**config.mk**
```make
export PLATFORM = sky130hd
export DESIGN_NAME = vga_scanout
export DESIGN_NICKNAME = d
export VERILOG_FILES = /design/src/rtl/vga_pkg.sv /design/src/rtl/vga_scanout_delay_line.sv /design/src/rtl/vga_scanout.sv
export SDC_FILE = /design/constraint.sdc
export NUM_CORES = 1
export LEC_CHECK = 0
export CAP_MARGIN = 30
export CORE_ASPECT_RATIO = 0.5
export CORE_MARGIN = 1.5
export CORE_UTILIZATION = 45
export DETAILED_ROUTE_END_ITERATION = 10
export RECOVER_POWER = 25
export SYNTH_ARGS = -nofsm -noshare
export SYNTH_HDL_FRONTEND = slang
export SYNTH_HIERARCHICAL = 1
export SYNTH_SLANG_ARGS = --single-unit
```
**constraint.sdc**
```tcl
create_clock -name clk -period 2.9 [get_ports clk]
set_input_delay 0.58 -clock clk [delete_from_list [all_inputs] [get_ports clk]]
set_output_delay 0.58 -clock clk [all_outputs]
set_load 0.005 [all_outputs]
```
**src/rtl/vga_pkg.sv**
```systemverilog
// Shared timing constants, Bayer dither table and colour struct for the VGA scanout.
// Contents: default raster timing, pipeline latency, rgb2_t {r,g,b}, bayer4(row, col).
// No ports; imported by vga_scanout and its helpers.
package vga_pkg;

  localparam int H_DISPLAY_DEF = 1220;
  localparam int H_FRONT_DEF   = 30;
  localparam int H_SYNC_DEF    = 183;
  localparam int H_TOTAL_DEF   = 1525;
  localparam int V_DISPLAY_DEF = 480;
  localparam int V_FRONT_DEF   = 10;
  localparam int V_SYNC_DEF    = 2;
  localparam int V_TOTAL_DEF   = 525;
  localparam int LAT_DEF       = 16;

  localparam int HW = 11;
  localparam int VW = 10;

  typedef struct packed {
    logic [1:0] r;
    logic [1:0] g;
    logic [1:0] b;
  } rgb2_t;

  // Standard 4x4 ordered-dither threshold, row = v[1:0], column = h[4:3].
  function automatic logic [3:0] bayer4(input logic [1:0] row, input logic [1:0] col);
    logic [3:0] t;
    case ({row, col})
      4'h0: t = 4'd0;   4'h1: t = 4'd8;   4'h2: t = 4'd2;   4'h3: t = 4'd10;
      4'h4: t = 4'd12;  4'h5: t = 4'd4;   4'h6: t = 4'd14;  4'h7: t = 4'd6;
      4'h8: t = 4'd3;   4'h9: t = 4'd11;  4'ha: t = 4'd1;   4'hb: t = 4'd9;
      4'hc: t = 4'd15;  4'hd: t = 4'd7;   4'he: t = 4'd13;  default: t = 4'd5;
    endcase
    return t;
  endfunction

endpackage

```
**src/rtl/vga_scanout_delay_line.sv**
```systemverilog
// Async-reset shift register of DEPTH stages, each WIDTH bits wide.
// Ports: clk, rst_n, din (into stage 0), dout (last stage, registered).
// Every stage resets to RESET_VAL so a filling pipeline only ever emits inactive values.
module delay_line #(
  parameter int               WIDTH     = 1,
  parameter int               DEPTH     = 1,
  parameter logic [WIDTH-1:0] RESET_VAL = '0
) (
  input  logic             clk,
  input  logic             rst_n,
  input  logic [WIDTH-1:0] din,
  output logic [WIDTH-1:0] dout
);

  logic [WIDTH-1:0] sr [DEPTH];

  always_ff @(posedge clk or negedge rst_n) begin
    if (!rst_n) begin
      for (int i = 0; i < DEPTH; i++) sr[i] <= RESET_VAL;
    end else begin
      sr[0] <= din;
      for (int i = 1; i < DEPTH; i++) sr[i] <= sr[i-1];
    end
  end

  assign dout = sr[DEPTH-1];

endmodule

```
**src/rtl/vga_scanout.sv**
```systemverilog
// VGA raster generator and pixel output stage for the donut renderer.
// Ports: clk/rst_n; h_count/v_count/frame to renderer; donut_visible/donut_luma back;
// hsync_n/vsync_n/de/r/g/b pins, all registered, LAT cycles behind the counters.
module vga_scanout
  import vga_pkg::*;
#(
  parameter int H_DISPLAY = H_DISPLAY_DEF,
  parameter int H_FRONT   = H_FRONT_DEF,
  parameter int H_SYNC    = H_SYNC_DEF,
  parameter int H_TOTAL   = H_TOTAL_DEF,
  parameter int V_DISPLAY = V_DISPLAY_DEF,
  parameter int V_FRONT   = V_FRONT_DEF,
  parameter int V_SYNC    = V_SYNC_DEF,
  parameter int V_TOTAL   = V_TOTAL_DEF,
  parameter int LAT       = LAT_DEF
) (
  input  logic          clk,
  input  logic          rst_n,
  output logic [HW-1:0] h_count,
  output logic [VW-1:0] v_count,
  output logic          frame,
  input  logic          donut_visible,
  input  logic [5:0]    donut_luma,
  output logic          hsync_n,
  output logic          vsync_n,
  output logic          de,
  output logic [1:0]    r,
  output logic [1:0]    g,
  output logic [1:0]    b
);

  localparam logic [HW-1:0] H_LAST   = HW'(H_TOTAL - 1);
  localparam logic [VW-1:0] V_LAST   = VW'(V_TOTAL - 1);
  localparam logic [HW-1:0] H_VIS    = HW'(H_DISPLAY);
  localparam logic [VW-1:0] V_VIS    = VW'(V_DISPLAY);
  localparam logic [HW-1:0] HS_START = HW'(H_DISPLAY + H_FRONT);
  localparam logic [HW-1:0] HS_END   = HW'(H_DISPLAY + H_FRONT + H_SYNC);
  localparam logic [VW-1:0] VS_START = VW'(V_DISPLAY + V_FRONT);
  localparam logic [VW-1:0] VS_END   = VW'(V_DISPLAY + V_FRONT + V_SYNC);

  // Raster counters: h, v and frame all wrap on the same edge.
  always_ff @(posedge clk or negedge rst_n) begin
    if (!rst_n) begin
      h_count <= '0;
      v_count <= '0;
      frame   <= 1'b0;
    end else if (h_count == H_LAST) begin
      h_count <= '0;
      if (v_count == V_LAST) begin
        v_count <= '0;
        frame   <= ~frame;
      end else begin
        v_count <= v_count + 1'b1;
      end
    end else begin
      h_count <= h_count + 1'b1;
    end
  end

  logic de_raw, hs_raw, vs_raw;
  assign de_raw = (h_count < H_VIS) && (v_count < V_VIS);
  assign hs_raw = !((h_count >= HS_START) && (h_count < HS_END));
  assign vs_raw = !((v_count >= VS_START) && (v_count < VS_END));

  // Sync/de bundle: the last stage of this line drives the pins directly.
  logic [2:0] sync_d;
  delay_line #(.WIDTH(3), .DEPTH(LAT), .RESET_VAL(3'b011)) u_sync_dly (
    .clk   (clk),
    .rst_n (rst_n),
    .din   ({de_raw, hs_raw, vs_raw}),
    .dout  (sync_d)
  );

  assign de      = sync_d[2];
  assign hsync_n = sync_d[1];
  assign vsync_n = sync_d[0];

  // Colour bundle is one stage shorter; the colour register supplies the last stage.
  logic [4:0] crd_d;
  delay_line #(.WIDTH(5), .DEPTH(LAT-1), .RESET_VAL(5'b0)) u_crd_dly (
    .clk   (clk),
    .rst_n (rst_n),
    .din   ({de_raw, v_count[1:0], h_count[4:3]}),
    .dout  (crd_d)
  );

  logic [3:0] bayer_val;
  logic [6:0] dith_sum;
  logic [1:0] q;
  assign bayer_val = bayer4(crd_d[3:2], crd_d[1:0]);
  assign dith_sum  = {1'b0, donut_luma} + {3'b0, bayer_val};
  assign q         = dith_sum[6] ? 2'd3 : dith_sum[5:4];

  rgb2_t rgb_q;
  always_ff @(posedge clk or negedge rst_n) begin
    if (!rst_n) begin
      rgb_q <= '0;
    end else if (!crd_d[4]) begin
      rgb_q <= '0;
    end else if (donut_visible) begin
      rgb_q <= '{r: q, g: q, b: q};
    end else begin
      rgb_q <= '{r: 2'd0, g: 2'd0, b: 2'd1};
    end
  end

  assign r = rgb_q.r;
  assign g = rgb_q.g;
  assign b = rgb_q.b;

endmodule

```
==> flow_metrics.tcl, run 1 <==
set metrics [dict create \
    area_delta_synth_final_pct 23.7 \
    synth.net_count 296 \
    grt_pass1_vias 2313 \
    nets 345 \
    max_freq_mhz 474 \
    critPathCaptureType "flop" \
    async_flop_share_pct 100 \
    yosysUniqueCellTypes 39 \
    use_met3_pct 5.95 \
    grtUsageMet1_pct 17.2 \
    drc 0 \
    ys.flop_type "dfrtp_1" \
    synth_top_cell_area_share_pct 63.0 \
    num_vias 2230 \
    gp_congestion 0.876 \
    cts_resized 0 \
    p_sw_mw 0.907 \
    cts_tree "yes" \
    cp_max_fo 8 \
    cts_buffers 17 \
    clock-root-buffer "clkbuf_16" \
    p_seq_share_pct 48.7 \
    clk_latency_ps 410 \
    yosysMostFrequentCell "dfrtp_1" \
    rsz0062_at_grt "no" \
    dieArea_mm2 0.0109 \
    cp-start-kind "flop" \
    r2r_slack_ps 790 \
    place_ws_ps 744 \
    clockBufferDepth 2 \
    diodes 0 \
    first_iter_violations 87 \
    core_mm2 0.00970 \
    power.total_mw 4.26 \
    switching_share_pct 21.3 \
    clkPwrFrac_pct 49.8 \
    rows 25 \
    ys_top_cells_by_count "dfrtp_1, dfstp_2, nor2_1" \
    busiest_layer "met2" \
    drtPass1Iterations 4 \
    synth-warning-count 6 \
    critPathArrivalTime_ps 2400 \
    io_pins 40 \
    intPower_mw 3.35 \
    use_met2_pct 21.9 \
    synth-xor-area-share_pct 2.85 \
    numClockSinks 148 \
    die_w_um 146 \
    start_util_pct 47.5 \
    fin_worst_skew_ps 6.26 \
    ys_seq_area_share_pct 81.2 \
    ys_ff_latch 148 \
    port-buffer-count 39 \
    dpl_cell_area_mm2 0.00511 \
    post_cts_buffers 0 \
    slew_viol_final 0 \
    status "finished, final reports clean" \
    hold_viol 0 \
    critPathKind "reg -> reg" \
    viasPerCell 4.68 \
    die_y_um 74.6 \
    cts.hold.buffers_added 0 \
    wl_per_cell_um 13.7 \
    synth_compound_area_share_pct 3.09 \
    r2r-end "v_count[8]$_DFFE_PN0N_" \
    holdCritPathClass "in -> async" \
    relSlewSlack_pct 55.0 \
    worst_slack_ps 791 \
    grt_max_degree 81 \
    pwr-share-comb_pct 1.5 \
    synthTopCellsByArea "dfrtp_1, dfstp_2, ha_1" \
    synth_top_family_by_area "simple AND/OR/NAND/NOR gates" \
    wirelength_um 6530 \
    ant_nets 0 \
    p_leak_nw 2.49 \
    cp-startpoint "h_count[1]$_DFF_PN0_" \
    overflow 0 \
    fin_crit_sh_pct 72.7 \
    r2r_start "h_count[1]$_DFF_PN0_" \
    synth_mux_area_share_pct 0.434 \
    drive_gt1_share_pct 22.2 \
    rr_worst_depth 6 \
    setup_violations 0 \
    vdd_ir_drop_max_v 0.000494 \
    synth_fa_ha_area_share_pct 1.90 \
    cts-htree-levels 4 \
    tightest_slew_ps 675 \
    place_hpwl_um 4020 \
    critPathRequiredTime_ps 3190 \
    synth_area_mm2 0.00461 \
    synth_edf_count 0 \
    synth_largest_area_cell "dfrtp_1" \
    clk_pin_slew_ps 60 \
    grt_pass1_wl_um 11200 \
    cellPowerDensity_mw_per_mm2 746 \
    synth_area_per_cell_um2 16.5 \
    track_usage_pct 14.2 \
    layout_min_cycle_time_ps 2110 \
    crit_path_end "v_count[8]$_DFFE_PN0N_" \
    antenna_found_initial 0 \
    synth-simple-area-share_pct 7.84 \
    post-route-cell-area_mm2 0.00570 \
    synthCells 280 \
    setup_tns_ps 0 \
    max_cap_violations 0 \
]
registers in the layout, indices dropped and copies added (netlist names):
signal / count
v_count: 10
b: 2
u_crd_dly/dout: 5
u_sync_dly/sr: 45
h_count: 11
u_crd_dly/sr: 70
frame: 1
u_sync_dly/dout: 3
g: 1
kinds of logic (layout without fill, tap and decap cells):
group           Yosys count  count (layout)
compound gates           21              21
xor+xnor                 15              15
fa+ha+maj                 7               7
buf+inv                  21              83
flops                   148             148
mux                       2               2
simple gates             66              66
stage by stage:
| stage | util, % | hold WS, ps | cells |
|---|---|---|---|
| 6_report | 58.8 | 177 | 477 |
| 5_1_grt | 58.8 | 226 | 477 |
| 4_1_cts | 58.8 | 195 | 477 |
| 3_5_place_dp | 52.7 | 335 | 445 |
| 3_3_place_gp | 52.7 | 332 | 445 |
| 2_1_floorplan | - | 284 | 280 |
worst min path at each step:
stage,start,to,slack [ps],depth (start not counted)
after global placement,u_crd_dly/sr[71]$_DFF_PN0_,u_crd_dly/sr[66]$_DFF_PN0_,330,0
after detailed placement,u_crd_dly/sr[62]$_DFF_PN0_,u_crd_dly/sr[57]$_DFF_PN0_,330,0
after CTS,rst_n,h_count[0]$_DFF_PN0_,190,1
after global routing,rst_n,h_count[0]$_DFF_PN0_,230,1
final,rst_n,u_crd_dly/sr[70]$_DFF_PN0_,180,1
after floorplan,rst_n,b[0]$_DFF_PN0_,280,0
layer usage:
metal | share of wire (%) | wire, um
met1 | 46 | 3000
met2 | 46 | 3030
met3 | 5.9 | 387
met4 | 1.9 | 123
met5 | 0 | 0
area by class of cell:
| cell class | count | area, um^2 |
|---|---|---|
| Clock buffer | 19 | 453 |
| Clock inverter | 13 | 139 |
| Fill cell | 785 | 3990 |
| Inverter | 7 | 26.3 |
| Multi-Input combinational cell | 111 | 743 |
| Sequential cell | 148 | 3740 |
| Tap cell | 135 | 169 |
| Timing Repair Buffer | 44 | 429 |
power groups by stage:
stage | Clock (mW) | Sequential [mW] | Combinational (mW)
after detailed placement | 0 | 2.11 | 0.0697
after CTS | 2.19 | 2.07 | 0.0697
after global routing | 2.28 | 2.07 | 0.0770
after floorplan | 0 | 2.11 | 0.00738
final | 2.12 | 2.07 | 0.0655
after global placement | 0 | 2.11 | 0.0672
critical path, stage by stage, from the launching register on:
cell	delay, ps
dfrtp_1	440
inv_1	130
ha_1	160
nand4bb_1	300
nor4_1	630
nand3_1	170
xnor2_1	150
layout by cell type, fill, tap and decap left out, drive strengths merged, types with 2 or more instances in the layout:
| master | instances |
|---|---|
| a2bb2oi | 2 |
| nor3 | 6 |
| nand2b | 2 |
| o21ai | 6 |
| nor4 | 3 |
| xnor2 | 6 |
| clkinv | 4 |
| mux2i | 2 |
| buf | 6 |
| a211oi | 2 |
| nand4 | 5 |
| ha | 7 |
| or2 | 2 |
| clkdlybuf4s50 | 38 |
| dfrtp | 116 |
| inv | 14 |
| nand3 | 10 |
| nor2 | 20 |
| clkbuf | 19 |
| a21oi | 3 |
| and4 | 2 |
| dfstp | 32 |
| xor2 | 9 |
| nand2 | 9 |
Note: power is estimated with default switching activity, not from simulation.
==> run 2: changes to the inputs <==
==> constraint.sdc (replaced) <==
create_clock -name clk -period 2.2 [get_ports clk]
set_input_delay 0.44 -clock clk [delete_from_list [all_inputs] [get_ports clk]]
set_output_delay 0.44 -clock clk [all_outputs]
set_load 0.005 [all_outputs]
==> run 2 against run 1 <==
  * Clock skew rose by 6.6 ps
  * Power grew 35%
  * Flip-flop and latch count did not move
  * Register-to-register slack lost 610 ps
  * Clock power grew 38%
  * Worst setup slack lost 610 ps
  * Critical endpoint is now v_count[9]$_DFFE_PN0N_
  * Largest cell class unchanged
  * Highest routed layer unchanged
==> flow_metrics.tcl, run 2 (synthesis gave the netlist of run 1 again) <==
set metrics [dict create \
    clkPwrFrac_pct 50.9 \
    ant_nets 0 \
    critPathKind "reg -> reg" \
    maxUsedRoutingLayer "met4" \
    final_common_cell "dfrtp_1" \
    cellPowerDensity_mw_per_mm2 996 \
    tightest_slew_ps 511 \
    antenna_found_initial 0 \
    multi_input_area_um2 748 \
    p_leak_nw 2.53 \
    pwr-share-comb_pct 1.6 \
    clockBufferDepth 2 \
    setup_violations 0 \
    wl_per_cell_um 13.5 \
    first_iter_violations 95 \
    overflow 0 \
    clock-root-buffer "clkbuf_16" \
    wl_met2_um 2920 \
    switching_share_pct 19.1 \
    fin_worst_skew_ps 12.8 \
    die_y_um 74.6 \
    cp_max_fo 8 \
    vdd_ir_drop_max_v 0.000617 \
    slew_viol_final 0 \
    io_pins 40 \
    nets 346 \
    relSlewSlack_pct 65.0 \
    dieArea_mm2 0.0109 \
    diodes 0 \
    p_seq_share_pct 47.5 \
    hold_viol 0 \
    grt_pass1_wl_um 11100 \
    drive_gt1_share_pct 21.9 \
    die_w_um 146 \
    post_cts_buffers 0 \
    rsz0062_at_grt "no" \
    grt_pass1_vias 2284 \
    num-fill-cells 761 \
    register_area_mm2 0.00374 \
    intPower_mw 4.65 \
    drc 0 \
    largest_register "u_crd_dly/sr" \
    dr_wl_met3_um 421 \
    start_util_pct 47.5 \
    clk_pin_slew_ps 60 \
    fin_crit_sh_pct 91.8 \
    largest_reg_flops 70 \
    max_cap_violations 0 \
    numClockSinks 148 \
    cp-start-kind "flop" \
    viasPerCell 4.76 \
    max_freq_mhz 495 \
    status "finished, final reports clean" \
    p_sw_mw 1.10 \
    area_delta_synth_final_pct 25.1 \
    clk_latency_ps 410 \
    critPathRequiredTime_ps 2490 \
    m1WireLength_um 3030 \
    num_vias 2276 \
    cts_buffers 17 \
    track_usage_pct 13.9 \
    wirelength_um 6460 \
    reg.largest.list "u_crd_dly/sr x70, u_sync_dly/sr x45, h_count x11" \
    port-buffer-count 39 \
    power.total_mw 5.75 \
    place_hpwl_um 3940 \
    core_mm2 0.00970 \
    gp_congestion 0.887 \
    grt_max_degree 58 \
    critPathCaptureType "flop" \
    setup_tns_ps 0 \
    holdCritPathClass "reg -> reg" \
    layout_min_cycle_time_ps 2020 \
    drtPass1Iterations 4 \
    cts_tree "yes" \
    most-common-layout-cells "dfrtp_1, clkdlybuf4s50_1, dfstp_2, nor2_1, clkbuf_16" \
    cts-htree-levels 4 \
    critPathArrivalTime_ps 2310 \
    rows 25 \
]
run 2: changes by cell type in the layout (fill, tap and decap cells not counted), sizes merged:
cell | previous run | this run
bufinv | 1 | 3
clkbuf | 19 | 22
clkinvlp | 1 | 0
dlygate4sd3 | 0 | 1
inv | 14 | 10
run 2: layer usage:
layer	track usage [%]	vias to the layer above
met2	20.3	58
li1	-	1025
met1	17.5	1185
met5	0	-
met3	6.87	8
met4	7.41	0
run 2: what timing repair did:
action	4_1_cts	5_1_grt
gates resized for setup	0	1
hold buffers	1	0
hold endpoints to repair	38	0
endpoints found under the setup margin	0	1
run 2: worst max-delay path, stage by stage, from the launching register on:
cell       delay (ps)
dfrtp_1           440
inv_1             100
ha_1              140
nand4bb_1         280
or4_4             650
o21ai_0           200
a211oi_1           80
run 2: path summary, 6_finish.rpt:
kind	from	endpoint	slack (ps)	depth (start not counted)
worst max-delay path	h_count[1]$_DFF_PN0_	v_count[9]$_DFFE_PN0N_	180	6
worst min-delay path	u_crd_dly/sr[64]$_DFF_PN0_	u_crd_dly/sr[59]$_DFF_PN0_	340	0
worst max register to register	h_count[1]$_DFF_PN0_	v_count[9]$_DFFE_PN0N_	180	6
worst min register to register	u_crd_dly/sr[64]$_DFF_PN0_	u_crd_dly/sr[59]$_DFF_PN0_	340	0
max in group asynchronous	rst_n	u_sync_dly/sr[7]$_DFF_PN1_	990	3
min in group asynchronous	rst_n	h_count[1]$_DFF_PN0_	520	2
run 2: power by group through the flow:
| stage | combinational (mW) | sequential [mW] | clock [mW] |
|---|---|---|---|
| 5_1_grt | 0.107 | 2.73 | 3.13 |
| 2_1_floorplan | 0.00973 | 2.78 | 0 |
| 3_3_place_gp | 0.0925 | 2.78 | 0 |
| 4_1_cts | 0.0970 | 2.73 | 3.02 |
| 3_5_place_dp | 0.0954 | 2.78 | 0 |
| 6_report | 0.0914 | 2.73 | 2.92 |
run 2: final cells by class:
cell class / instances / area share, %
clock buffer: 22 / 8.22
timing repair buffer: 45 / 8.05
tap: 135 / 2.93
sequential: 148 / 64.9
clock inverter: 10 / 2.49
multi-input combinational: 111 / 13.0
inverter: 7 / 0.455
run 2: through the flow:
| stage | instances | area [um^2] | utilization (%) | worst slack [ps] | hold slack [ps] |
|---|---|---|---|---|---|
| 2_1_floorplan | 280 | 4610 | - | 460 | 144 |
| 3_3_place_gp | 445 | 5140 | 53.0 | 212 | 332 |
| 3_5_place_dp | 445 | 5140 | 53.0 | 105 | 335 |
| 4_1_cts | 478 | 5760 | 59.4 | 214 | 340 |
| 5_1_grt | 478 | 5770 | 59.5 | 22.3 | 344 |
| 6_report | 478 | 5770 | 59.5 | 180 | 342 |
==> run 3: changes to the inputs <==
--- a/config.mk
+++ b/config.mk
@@ -8,8 +8,10 @@
 export CAP_MARGIN = 30
 export CORE_ASPECT_RATIO = 0.5
 export CORE_MARGIN = 1.5
-export CORE_UTILIZATION = 45
+export CORE_UTILIZATION = 56
 export DETAILED_ROUTE_END_ITERATION = 10
+export HOLD_SLACK_MARGIN = 0.15
+export PLACE_DENSITY = 0.78
 export RECOVER_POWER = 25
 export SYNTH_ARGS = -nofsm -noshare
 export SYNTH_HDL_FRONTEND = slang
==> run 3 against run 2 <==
  * Critical path depth decreased by 5
  * Sequential power about the same
  * Register-to-register slack improved by 50 ps
  * Worst setup slack improved by 46 ps
  * Wire length increased by 17%
  * Clock-buffer cell count decreased by 1
  * Sequential share of layout area increased by 0.64 points
  * Die area decreased by 19%
  * First-iteration DRC count increased by 22%
  * Core utilization increased by 12 points
  * Final cell count decreased by 4.8%
  * Power decreased by 1.4%
  * Critical path type is now reg -> out
  * Largest cell class unchanged
==> flow_metrics.tcl, run 3 (synthesis gave the netlist of run 1 again) <==
set metrics [dict create \
    layout_min_cycle_time_ps 1970 \
    reg.largest.list "u_crd_dly/sr x70, u_sync_dly/sr x45, h_count x11" \
    area_delta_synth_final_pct 23.9 \
    overflow 0 \
    port-buffer-count 39 \
    drc 0 \
    place_hpwl_um 4170 \
    cts-htree-levels 4 \
    fin_crit_sh_pct 89.7 \
    cts_resized 0 \
    cp-start-kind "flop" \
    track_usage_pct 20.3 \
    die_y_um 67.2 \
    cts_tree "yes" \
    final_core_util_pct 71.4 \
    first_iter_violations 116 \
    diodes 0 \
    critPathKind "reg -> out" \
    die_w_um 131 \
    rows 23 \
    cp_slowest_stage_delay_ps 570 \
    worst-path-buf-inv 1 \
    drtPass1Iterations 4 \
    critPathRequiredTime_ps 1760 \
    cellPowerDensity_mw_per_mm2 991 \
    max_freq_mhz 506 \
    core_mm2 0.00800 \
    holdCritPathClass "reg -> reg" \
    cts_buffers 17 \
    num_vias 2294 \
    place.detailed.instances 422 \
    clockBufferDepth 2 \
    slew_viol_final 0 \
    num-fill-cells 496 \
    largest_reg_flops 70 \
    dieArea_mm2 0.00882 \
    cp_max_fo 9 \
    relSlewSlack_pct 56.7 \
    critPathArrivalTime_ps 1530 \
    p_leak_nw 2.51 \
    grt_max_degree 55 \
    wl_per_cell_um 16.7 \
    largest_register "u_crd_dly/sr" \
    hold_viol 0 \
    setup_violations 0 \
    layoutNonFillerInstCount 455 \
    start_util_pct 57.6 \
    clk_latency_ps 410 \
    clk_pin_slew_ps 60 \
    final_common_cell "dfrtp_1" \
    post_cts_buffers 0 \
    tightest_slew_ps 633 \
    drive_gt1_share_pct 21.9 \
    critPathCaptureType "output port" \
    viasPerCell 5.04 \
    slowest_stage "clkdlybuf4s50_1" \
    vdd_ir_drop_max_v 0.000677 \
    numClockSinks 148 \
    ant_nets 0 \
    most-common-layout-cells "dfrtp_1, clkdlybuf4s50_1, dfstp_2, nor2_1, clkbuf_16" \
    max_cap_violations 0 \
    setup_tns_ps 0 \
    antenna_found_initial 0 \
    cp_top_family "buffers and inverters" \
    fin_worst_skew_ps 6.41 \
    status "finished, final reports clean" \
    crit_chain "clkdlybuf4s50_1" \
    clock-root-buffer "clkbuf_16" \
    gp_congestion 0.928 \
    grt_pass1_vias 2528 \
    rsz0062_at_grt "no" \
    wirelength_um 7590 \
    io_pins 40 \
    grt_pass1_wl_um 12900 \
    nets 346 \
]
run 3: layer usage:
layer	routed length, um	GRT usage (%)	up-vias	part of all wire, %
li1	-	-	1028	-
met1	3330	24.3	1204	44
met2	3860	34.9	52	51
met3	319	7.43	10	4.2
met4	83	7.92	0	1.1
met5	0	0	-	0
run 3: final cells by class:
class                           count  area (um^2)  share of cell area [%]
Clock buffer                       21          470                    8.23
Inverter                            7         26.3                   0.460
Timing Repair Buffer               45          464                    8.13
Tap cell                          112          140                    2.45
Clock inverter                     11          125                    2.19
Sequential cell                   148         3740                    65.5
Multi-Input combinational cell    111          743                    13.0
run 3: power by group:
part	leakage, nW	internal (mW)	switching, mW	total, mW
sequential	1.73	2.73	0.00138	2.73
clock	0.290	1.76	1.08	2.84
combinational	0.490	0.0333	0.0605	0.0938
run 3: path summary, 6_finish.rpt:
kind / from / endpoint / slack, ps / cells after the start
max: h_count[4]$_DFF_PN0_ / h_count[4] / 230 / 1
min: u_crd_dly/sr[33]$_DFF_PN0_ / u_crd_dly/sr[28]$_DFF_PN0_ / 340 / 0
max reg2reg: h_count[1]$_DFF_PN0_ / v_count[8]$_DFFE_PN0N_ / 230 / 6
min reg2reg: u_crd_dly/sr[33]$_DFF_PN0_ / u_crd_dly/sr[28]$_DFF_PN0_ / 340 / 0
max in group asynchronous: rst_n / u_sync_dly/sr[24]$_DFF_PN1_ / 950 / 3
min in group asynchronous: rst_n / u_sync_dly/dout[2]$_DFF_PN0_ / 560 / 2
run 3: stage by stage:
step	worst slack, ps	hold WS (ps)	cell area [um^2]	power [mW]
after CTS	206	348	5710	5.74
after global routing	66.2	352	5710	5.86
after global placement	223	332	5110	2.87
after floorplan	460	144	4610	2.79
after detailed placement	191	335	5110	2.87
final	226	345	5710	5.66
run 3: timing repair:
action / CTS / global route
endpoints found under the setup margin: 0 / 0
hold endpoints to repair: 48 / 0
hold buffers: 1 / 0
